**src/rtl/kernel_loader_if.sv**
```systemverilog
// Byte-stream valid/ready link carrying kernel upload frames into kernel_loader.
// A byte transfers on the clock edge where in_valid and in_ready are both high.
interface kernel_loader_if;
   logic [7:0] in_data;
   logic       in_valid;
   logic       in_ready;

   modport master (output in_data, output in_valid, input in_ready);
   modport slave  (input in_data, input in_valid, output in_ready);
endinterface

```
**src/rtl/kernel_loader.sv**
```systemverilog
// Parses framed 5x5 kernel uploads into shadow registers, then commits them atomically after checksum check.
// Result pulses one cycle after the CSUM byte; in_ready drops only for that single COMMIT cycle.
module kernel_loader #(
   parameter int         N   = 25,
   parameter int         KW  = 8,
   parameter int         DW  = 4,
   parameter logic [7:0] HDR = 8'hA5
) (
   input  logic              clk,
   input  logic              rst_n,
   kernel_loader_if.slave    s,
   output logic [N*KW-1:0]   kernel,
   output logic [DW-1:0]     div,
   output logic              busy,
   output logic              load_done,
   output logic              load_err
);
   localparam int IW = $clog2(N);
   localparam logic [N*KW-1:0] PASS = (N*KW)'(1) << ((N - 1 - N/2) * KW);

   typedef enum logic [2:0] {IDLE, COEF, DIVS, CSUM, COMMIT} state_t;

   state_t          state, state_nxt;
   logic [IW-1:0]   idx;
   logic [7:0]      xr;
   logic [KW-1:0]   shadow [N];
   logic [7:0]      shadow_div;
   logic            ok;
   logic            accept;
   logic [N*KW-1:0] shadow_flat;

   assign accept = s.in_valid && s.in_ready;

   always_ff @(posedge clk) begin
      if (!rst_n) state <= IDLE;
      else        state <= state_nxt;
   end

   always_comb begin
      state_nxt = state;
      case (state)
         IDLE:    if (accept && s.in_data == HDR) state_nxt = COEF;
         COEF:    if (accept && idx == IW'(N-1))  state_nxt = DIVS;
         DIVS:    if (accept)                     state_nxt = CSUM;
         CSUM:    if (accept)                     state_nxt = COMMIT;
         COMMIT:                                  state_nxt = IDLE;
         default:                                 state_nxt = IDLE;
      endcase
   end

   always_comb begin
      s.in_ready = (state != COMMIT);
      busy       = (state != IDLE);
   end

   // Coefficient 0 lands in the most significant byte of the flat bus.
   always_comb begin
      shadow_flat = '0;
      for (int i = 0; i < N; i++)
         shadow_flat[(N-1-i)*KW +: KW] = shadow[i];
   end

   always_ff @(posedge clk) begin
      if (!rst_n) begin
         idx        <= '0;
         xr         <= '0;
         shadow_div <= '0;
         ok         <= 1'b0;
         kernel     <= PASS;
         div        <= '0;
         load_done  <= 1'b0;
         load_err   <= 1'b0;
         for (int i = 0; i < N; i++) shadow[i] <= '0;
      end else begin
         load_done <= 1'b0;
         load_err  <= 1'b0;
         case (state)
            IDLE: begin
               if (accept && s.in_data == HDR) begin
                  idx <= '0;
                  xr  <= '0;
               end
            end
            COEF: begin
               if (accept) begin
                  shadow[idx] <= s.in_data;
                  xr          <= xr ^ s.in_data;
                  idx         <= idx + 1'b1;
               end
            end
            DIVS: begin
               if (accept) begin
                  shadow_div <= s.in_data;
                  xr         <= xr ^ s.in_data;
               end
            end
            CSUM: begin
               // A divisor byte wider than DW bits is rejected even with a good checksum.
               if (accept)
                  ok <= (s.in_data == xr) && (shadow_div[7:DW] == '0);
            end
            COMMIT: begin
               if (ok) begin
                  kernel    <= shadow_flat;
                  div       <= shadow_div[DW-1:0];
                  load_done <= 1'b1;
               end else begin
                  load_err  <= 1'b1;
               end
            end
            default: ;
         endcase
      end
   end
endmodule
```
**src/flat_wrapper.sv**
```systemverilog
// flat-port wrapper written by rule: the top's interface ports become plain ports
module kernel_loader_flat 
#(
   parameter int         N   = 25,
   parameter int         KW  = 8,
   parameter int         DW  = 4,
   parameter logic [7:0] HDR = 8'hA5
)
  (clk, rst_n, kernel, div, busy, load_done, load_err, s_in_data, s_in_valid, s_in_ready);
  kernel_loader_if s_i ();
  input  logic clk;
  input  logic rst_n;
  output logic [N*KW-1:0] kernel;
  output logic [DW-1:0] div;
  output logic busy;
  output logic load_done;
  output logic load_err;
  input wire logic [$bits(s_i.in_data)-1:0] s_in_data;
  input wire logic [$bits(s_i.in_valid)-1:0] s_in_valid;
  output wire logic [$bits(s_i.in_ready)-1:0] s_in_ready;
  assign s_i.in_data = s_in_data;
  assign s_i.in_valid = s_in_valid;
  assign s_in_ready = s_i.in_ready;
  kernel_loader #(.N(N), .KW(KW), .DW(DW), .HDR(HDR)) u_core (.clk(clk), .rst_n(rst_n), .s(s_i), .kernel(kernel), .div(div), .busy(busy), .load_done(load_done), .load_err(load_err));
endmodule
```
**config.mk**
```make
export PLATFORM = sky130hd
export DESIGN_NAME = kernel_loader_flat
export DESIGN_NICKNAME = d
export VERILOG_FILES = /design/src/rtl/kernel_loader_if.sv /design/src/rtl/kernel_loader.sv /design/src/flat_wrapper.sv
export SDC_FILE = /design/constraint.sdc
export NUM_CORES = 1
export LEC_CHECK = 0
export CAP_MARGIN = 20
export CORE_MARGIN = 1
export CORE_UTILIZATION = 54
export DETAILED_ROUTE_END_ITERATION = 8
export GPL_TIMING_DRIVEN = 0
export PLACE_DENSITY = 0.77
export SLEW_MARGIN = 20
export SYNTH_ARGS = -nofsm -noshare
export SYNTH_HDL_FRONTEND = slang
export SYNTH_SLANG_ARGS = --single-unit
export TNS_END_PERCENT = 50
```
**constraint.sdc**
```tcl
create_clock -name clk -period 5.6 [get_ports clk]
set_input_delay 0.56 -clock clk [delete_from_list [all_inputs] [get_ports clk]]
set_output_delay 0.56 -clock clk [all_outputs]
set_load 0.005 [all_outputs]
```
Yosys cells after proc, flatten, opt, wreduce, memory -nomap -nowiden
Memory sizes are Yosys's and may differ from the RTL's. A register that Yosys moved wholly into a read port is not among the register bits.
Index checks and enable logic that the tools add are counted.
{"block": "word_totals", "ff_bits": 31, "latchBits": 0, "ram_bits": 200, "rom_bits": 0, "in_bits": 11, "out_inout_bits": 208, "elab_cells": 89, "n_memories": 1}
{"name": "u_core.shadow", "words": 25, "word_bits": 8, "rd": 25, "rd_ports_with_merged_regs": 25, "wr": 25, "line_no": "kernel_loader.sv:26", "source": "logic [KW-1:0] shadow [N];"}
{"block": "op_classes", "addsub": 1, "mul": 0, "div": 0, "order_cmp": 0, "n_eq_ne": 14, "n_shift": 0, "n_mux": 21, "bitwise_logic": 1, "n_reduce_logical": 43}
{"op": "1-bit logical NOT", "count": 25}
{"op": "8-bit two-way mux", "count": 3}
{"op": "8-bit one-hot mux with 2 select lines", "count": 1}
{"op": "5-bit two-way mux", "count": 3}
{"op": "3-bit two-way mux", "count": 4}
{"op": "2-bit by 1-bit != test with 1-bit output (second input constant)", "count": 6}
{"op": "3-bit one-hot mux with 4 select lines", "count": 1}
{"op": "5-bit one-hot mux with 2 select lines", "count": 1}
{"op": "8-bit equality test", "count": 1}
{"op": "8-bit equality test (second input constant)", "count": 1}
{"op": "1-bit two-way mux", "count": 8}
{"op": "2-bit AND reduction", "count": 4}
{"op": "8-bit OR reduction", "count": 1}
{"op": "8-bit bitwise XOR", "count": 1}
{"op": "3-bit by 2-bit equality test with 1-bit output (second input constant)", "count": 2}
{"op": "3-bit AND reduction", "count": 2}
{"op": "5-bit by 1-bit adder with 5-bit output (second input constant)", "count": 1}
{"op": "5-bit equality test (second input constant)", "count": 1}
{"op": "1-bit logical AND", "count": 4}
{"op": "4-bit logical NOT", "count": 1}
{"op": "4-bit AND reduction", "count": 1}
{"op": "2-bit nonzero test", "count": 2}
{"op": "3-bit by 1-bit equality test with 1-bit output (second input constant)", "count": 1}
{"op": "3-bit equality test (second input constant)", "count": 1}
{"op": "other kinds (4)", "count": 4}

Depth between registers and ports, before layout
{"block": "depth", "word_depth": 8, "depth_mapped": 7, "mapped_depth_nobuf": 6}

Worst setup path after synthesis
OpenSTA, ideal clock, no wires.
{"block": "synth_timing", "path_type": "input to register", "from": "input port rst_n", "to": "memory u_core.shadow[17][0], enable pin", "setup_time_ns": 0.384, "t_arrival_ns": 1.980, "required_time_ns": 5.216, "path_slack_ns": 3.236, "stages": 5, "n_path_buf": 2, "path_cell_list": "clkbuf_1 and2_1 nand3_1 buf_2 o21ai_0"}
{"item": "from (decl)", "line_no": "flat_wrapper.sv:12", "source": "input logic rst_n;"}
{"item": "to (decl)", "line_no": "kernel_loader.sv:26"}

Worst setup path in the final report
{"block": "layout_timing", "from": "register u_core.state[2]", "to": "output port busy"}
{"block": "layout_via", "elab_chain_cells": 1}
{"item": "from (decl)", "line_no": "kernel_loader.sv:23", "source": "state_t state, state_nxt;"}
{"item": "from (signal assigned)", "line_no": "kernel_loader.sv:36", "source": "else state <= state_nxt;"}
{"item": "3-bit nonzero test", "line_no": "kernel_loader.sv:53", "source": "busy = (state != IDLE);"}
{"item": "to (decl)", "line_no": "flat_wrapper.sv:15", "source": "output logic busy;"}
Every way passes these cells.

==> run metrics <==
cell count after synthesis=1,531; Seq cells post-synth=431; Placed Instances=2,133; Met1 Wirelength=17.4 mm; Peak VDD IR=0.192 mV; final instance area=20,000 um^2; routed len/inst=19.0 um; placed cell areas=18,600 um^2; clock buffer depth=3; vias per std cell=5.46; crit path time final=2.71 ns; GPL Wtd Cong=0.890; H-tree levels=2; net load switching power=1.29 mW; Worst setup EP type=output pin; diode count=0; Clk Latency, worst-skew pair=0.54 ns; Syn. warnings=0; first-pass GRT wire length=63.7 mm; Least-Margin Pin Slew=1.14 ns; clock share of power=43.8%; Cell Int Power=4.92 mW; overall die width=174 um; crit start category=flip-flop; Non-Filler Instances=2,210; Nets=1,808; CP delay by family, top=buffers and inverters; post-synthesis compound-gate area fraction=8.51%; cts hold-fix bufs=0; crit-path max cell delay=0.47 ns; Seq pwr share=54.0%; result of the run=finished clean; CTS tree=yes; post-synthesis sequential area ratio=66.6%; Mean Syn Cell Area=10.4 um^2; RSZ-0062 raised after global routing=false; Post-Syn Area=16,000 um^2; Met2 Routed Length=19.4 mm; core area=28,900 um^2; Post-Synth Adder-Cell Area=0.313%; vias in the first global route=11,524; CTS sink cnt=431; most area-hungry cell type in the Yosys netlist=edfxtp_1; PwrDens=311 nW/um^2; antenna viol nets, final=0; Post-Route Skew=0.0137 ns; initial cell density of the core=55.2%; crit share post-route=48.4%; pins over their slew limit=0; Die Height=174 um; IO Pins=219; largest family of logic cells by synthesized area=simple AND/OR/NAND/NOR gates; Post-Synth XOR/XNOR Area=0.493%; logic gate share of total power=2.2%; Leak=6.71 nW; remaining global-route overflow=0; Crit Path Category=reg -> out; CP required=5.04 ns; DR DRC count=0; Rows=62; Max Cap Violations=0; Final HPWL DP=29.1 mm; vias post-DR=12,066; final setup violation count=0; largest net degree at the start of global routing=16; WP buf/inv=3; Area Overhead vs Synth=25.0%; initial antenna violation count=2; post-synth top area share=37.6%; post-synth net total=1,546; WP data arrival=2.15 ns; area share of and/or/nand/nor cells after synthesis=20.7%; Total GRT Usage=27.6%; cts repair resizes=0; Synth cell types=42; post-synthesis mux area share=0.564%; Rel. slew slack=23.0%; fmax=369 MHz; setup tns final=0 ns; synth top area cells=edfxtp_1 38%, dfxtp_1 29%, nand2_1 9.9%; highest metal used=met4; drt first pass iters=7; post-CTS setup buffer count=0; Root Buffer=clkbuf_16; worst path cell trace=buf_2, clkbuf_1, or3_1, clkdlybuf4s50_1; CTS Buf Count=42; clock transition at the registers of the reported paths=0.06 ns; Max FO, Critical Path=10; Starting DRT DRC Count=1,179; die area=30,300 um^2; port bufs=217; Fin. Hold Viols=0; min-delay worst type=in -> reg; sw frac=20.8%; routed wire length=42.1 mm; critical path's slowest cell=clkdlybuf4s50_1; layout cell share with drive strength beyond 1=5.31%; metal3 WL=3.75 mm; Layout fillers=2,131
==> per-layer routing <==
metal / up-vias / GRT usage (%)
met5: - / 0
met4: 0 / 11.1
met3: 102 / 4.55
met2: 588 / 44.3
met1: 5740 / 37.7
li1: 5636 / -
==> cells in the mapped netlist (all sizes together) <==
cell type	n
nand4bb	1
nand2b	2
edfxtp	200
nand2	421
and3	1
a21o	2
a21oi	213
o21a	1
nor4	5
or3b	1
nand3b	1
ha	4
clkbuf	89
a311oi	7
dfxtp	231
nor3b	1
nor2	37
buf	18
nand4b	2
mux2i	9
nand4	1
o311ai	1
and2	201
nand3	12
a221oi	1
xor2	4
inv	9
o22ai	1
o31a	1
a31oi	3
o21ai	28
xnor2	5
a41oi	1
or3	11
a2111oi	1
nor3	5
==> flip-flops by register name (all words and copies together), names as in the netlist <==
register,count
u_core.shadow,200
u_core.shadow_div,8
u_core.ok,1
u_core.idx,5
u_core.xr,8
u_core.div,4
u_core.load_done,1
u_core.load_err,1
u_core.state,3
u_core.kernel,200
==> kinds of logic (layout without fill, tap and decap cells) <==
group,Yosys count,after routing
and+or+nand+nor,702,702
DFF,431,431
AOI/OAI and AO/OA,260,260
buffers and inverters,116,411
xor gates and xnor gates,9,9
muxes,9,9
adders and majority gates,4,4
==> stage by stage <==
step / total power [mW] / setup slack [ns] / util, % / hold WS, ns
2_1_floorplan: 3.48 / 3.24 / - / 0.430
3_3_place_gp: 3.55 / 2.28 / 64.4 / 0.444
3_5_place_dp: 3.56 / 2.37 / 64.4 / 0.446
4_1_cts: 6.22 / 2.83 / 69.0 / 0.420
5_1_grt: 6.37 / 2.78 / 69.0 / 0.442
6_report: 6.21 / 2.89 / 69.0 / 0.447
==> worst register-to-register path: stages, from the launching register on <==
cell	delay, ns
dfxtp_1	0.35
buf_4	0.19
nor3b_4	0.38
nand3_1	0.25
buf_2	0.28
o21ai_0	0.87
==> worst paths after layout <==
path	cells past startpoint	to	start	slack (ns)
setup / recovery	4	busy	u_core.state[2]	2.89
hold / removal	3	u_core.idx[4]	rst_n	0.45
setup reg to reg	5	u_core.shadow[16][6]	u_core.state[0]	2.90
hold reg to reg	2	u_core.kernel[100]	u_core.kernel[100]	0.45
==> placed cells by master (no fill, tap or decap), types with 6 or more instances in the layout <==
| cell type | Yosys | layout |
|---|---|---|
| inv_1 | 8 | 8 |
| mux2i_1 | 9 | 9 |
| a21oi_1 | 213 | 213 |
| nand2_1 | 421 | 421 |
| buf_2 | 12 | 13 |
| dfxtp_1 | 231 | 231 |
| edfxtp_1 | 200 | 200 |
| clkdlybuf4s50_1 | 0 | 217 |
| a311oi_1 | 7 | 7 |
| or3_1 | 11 | 11 |
| nor2_1 | 20 | 20 |
| clkbuf_1 | 89 | 101 |
| and2_1 | 201 | 201 |
| o21ai_0 | 28 | 6 |
| o21ai_1 | 0 | 22 |
| nor2_2 | 17 | 17 |
| clkbuf_8 | 0 | 9 |
| nand3_1 | 12 | 12 |
| clkbuf_16 | 0 | 44 |
==> power groups by stage <==
stage          clock, mW  sequential, mW  combinational, mW
2_1_floorplan          0            3.41             0.0686
3_3_place_gp           0            3.42              0.133
3_5_place_dp           0            3.42              0.136
4_1_cts             2.73            3.36              0.136
5_1_grt             2.86            3.36              0.146
6_report            2.72            3.35              0.139
==> layout make-up <==
cell class                 count  area [um^2]  share of cell area (%)
timing repair buffer         218         2180                    10.9
clock buffer                  65         1270                    6.36
clock inverter                12         67.6                   0.338
inverter                       9         33.8                   0.169
multi-input combinational    984         4890                    24.5
buffer                       107          420                    2.11
tap                          384          480                    2.41
sequential                   431        10600                    53.2
Note: power is estimated with default switching activity, not from simulation.
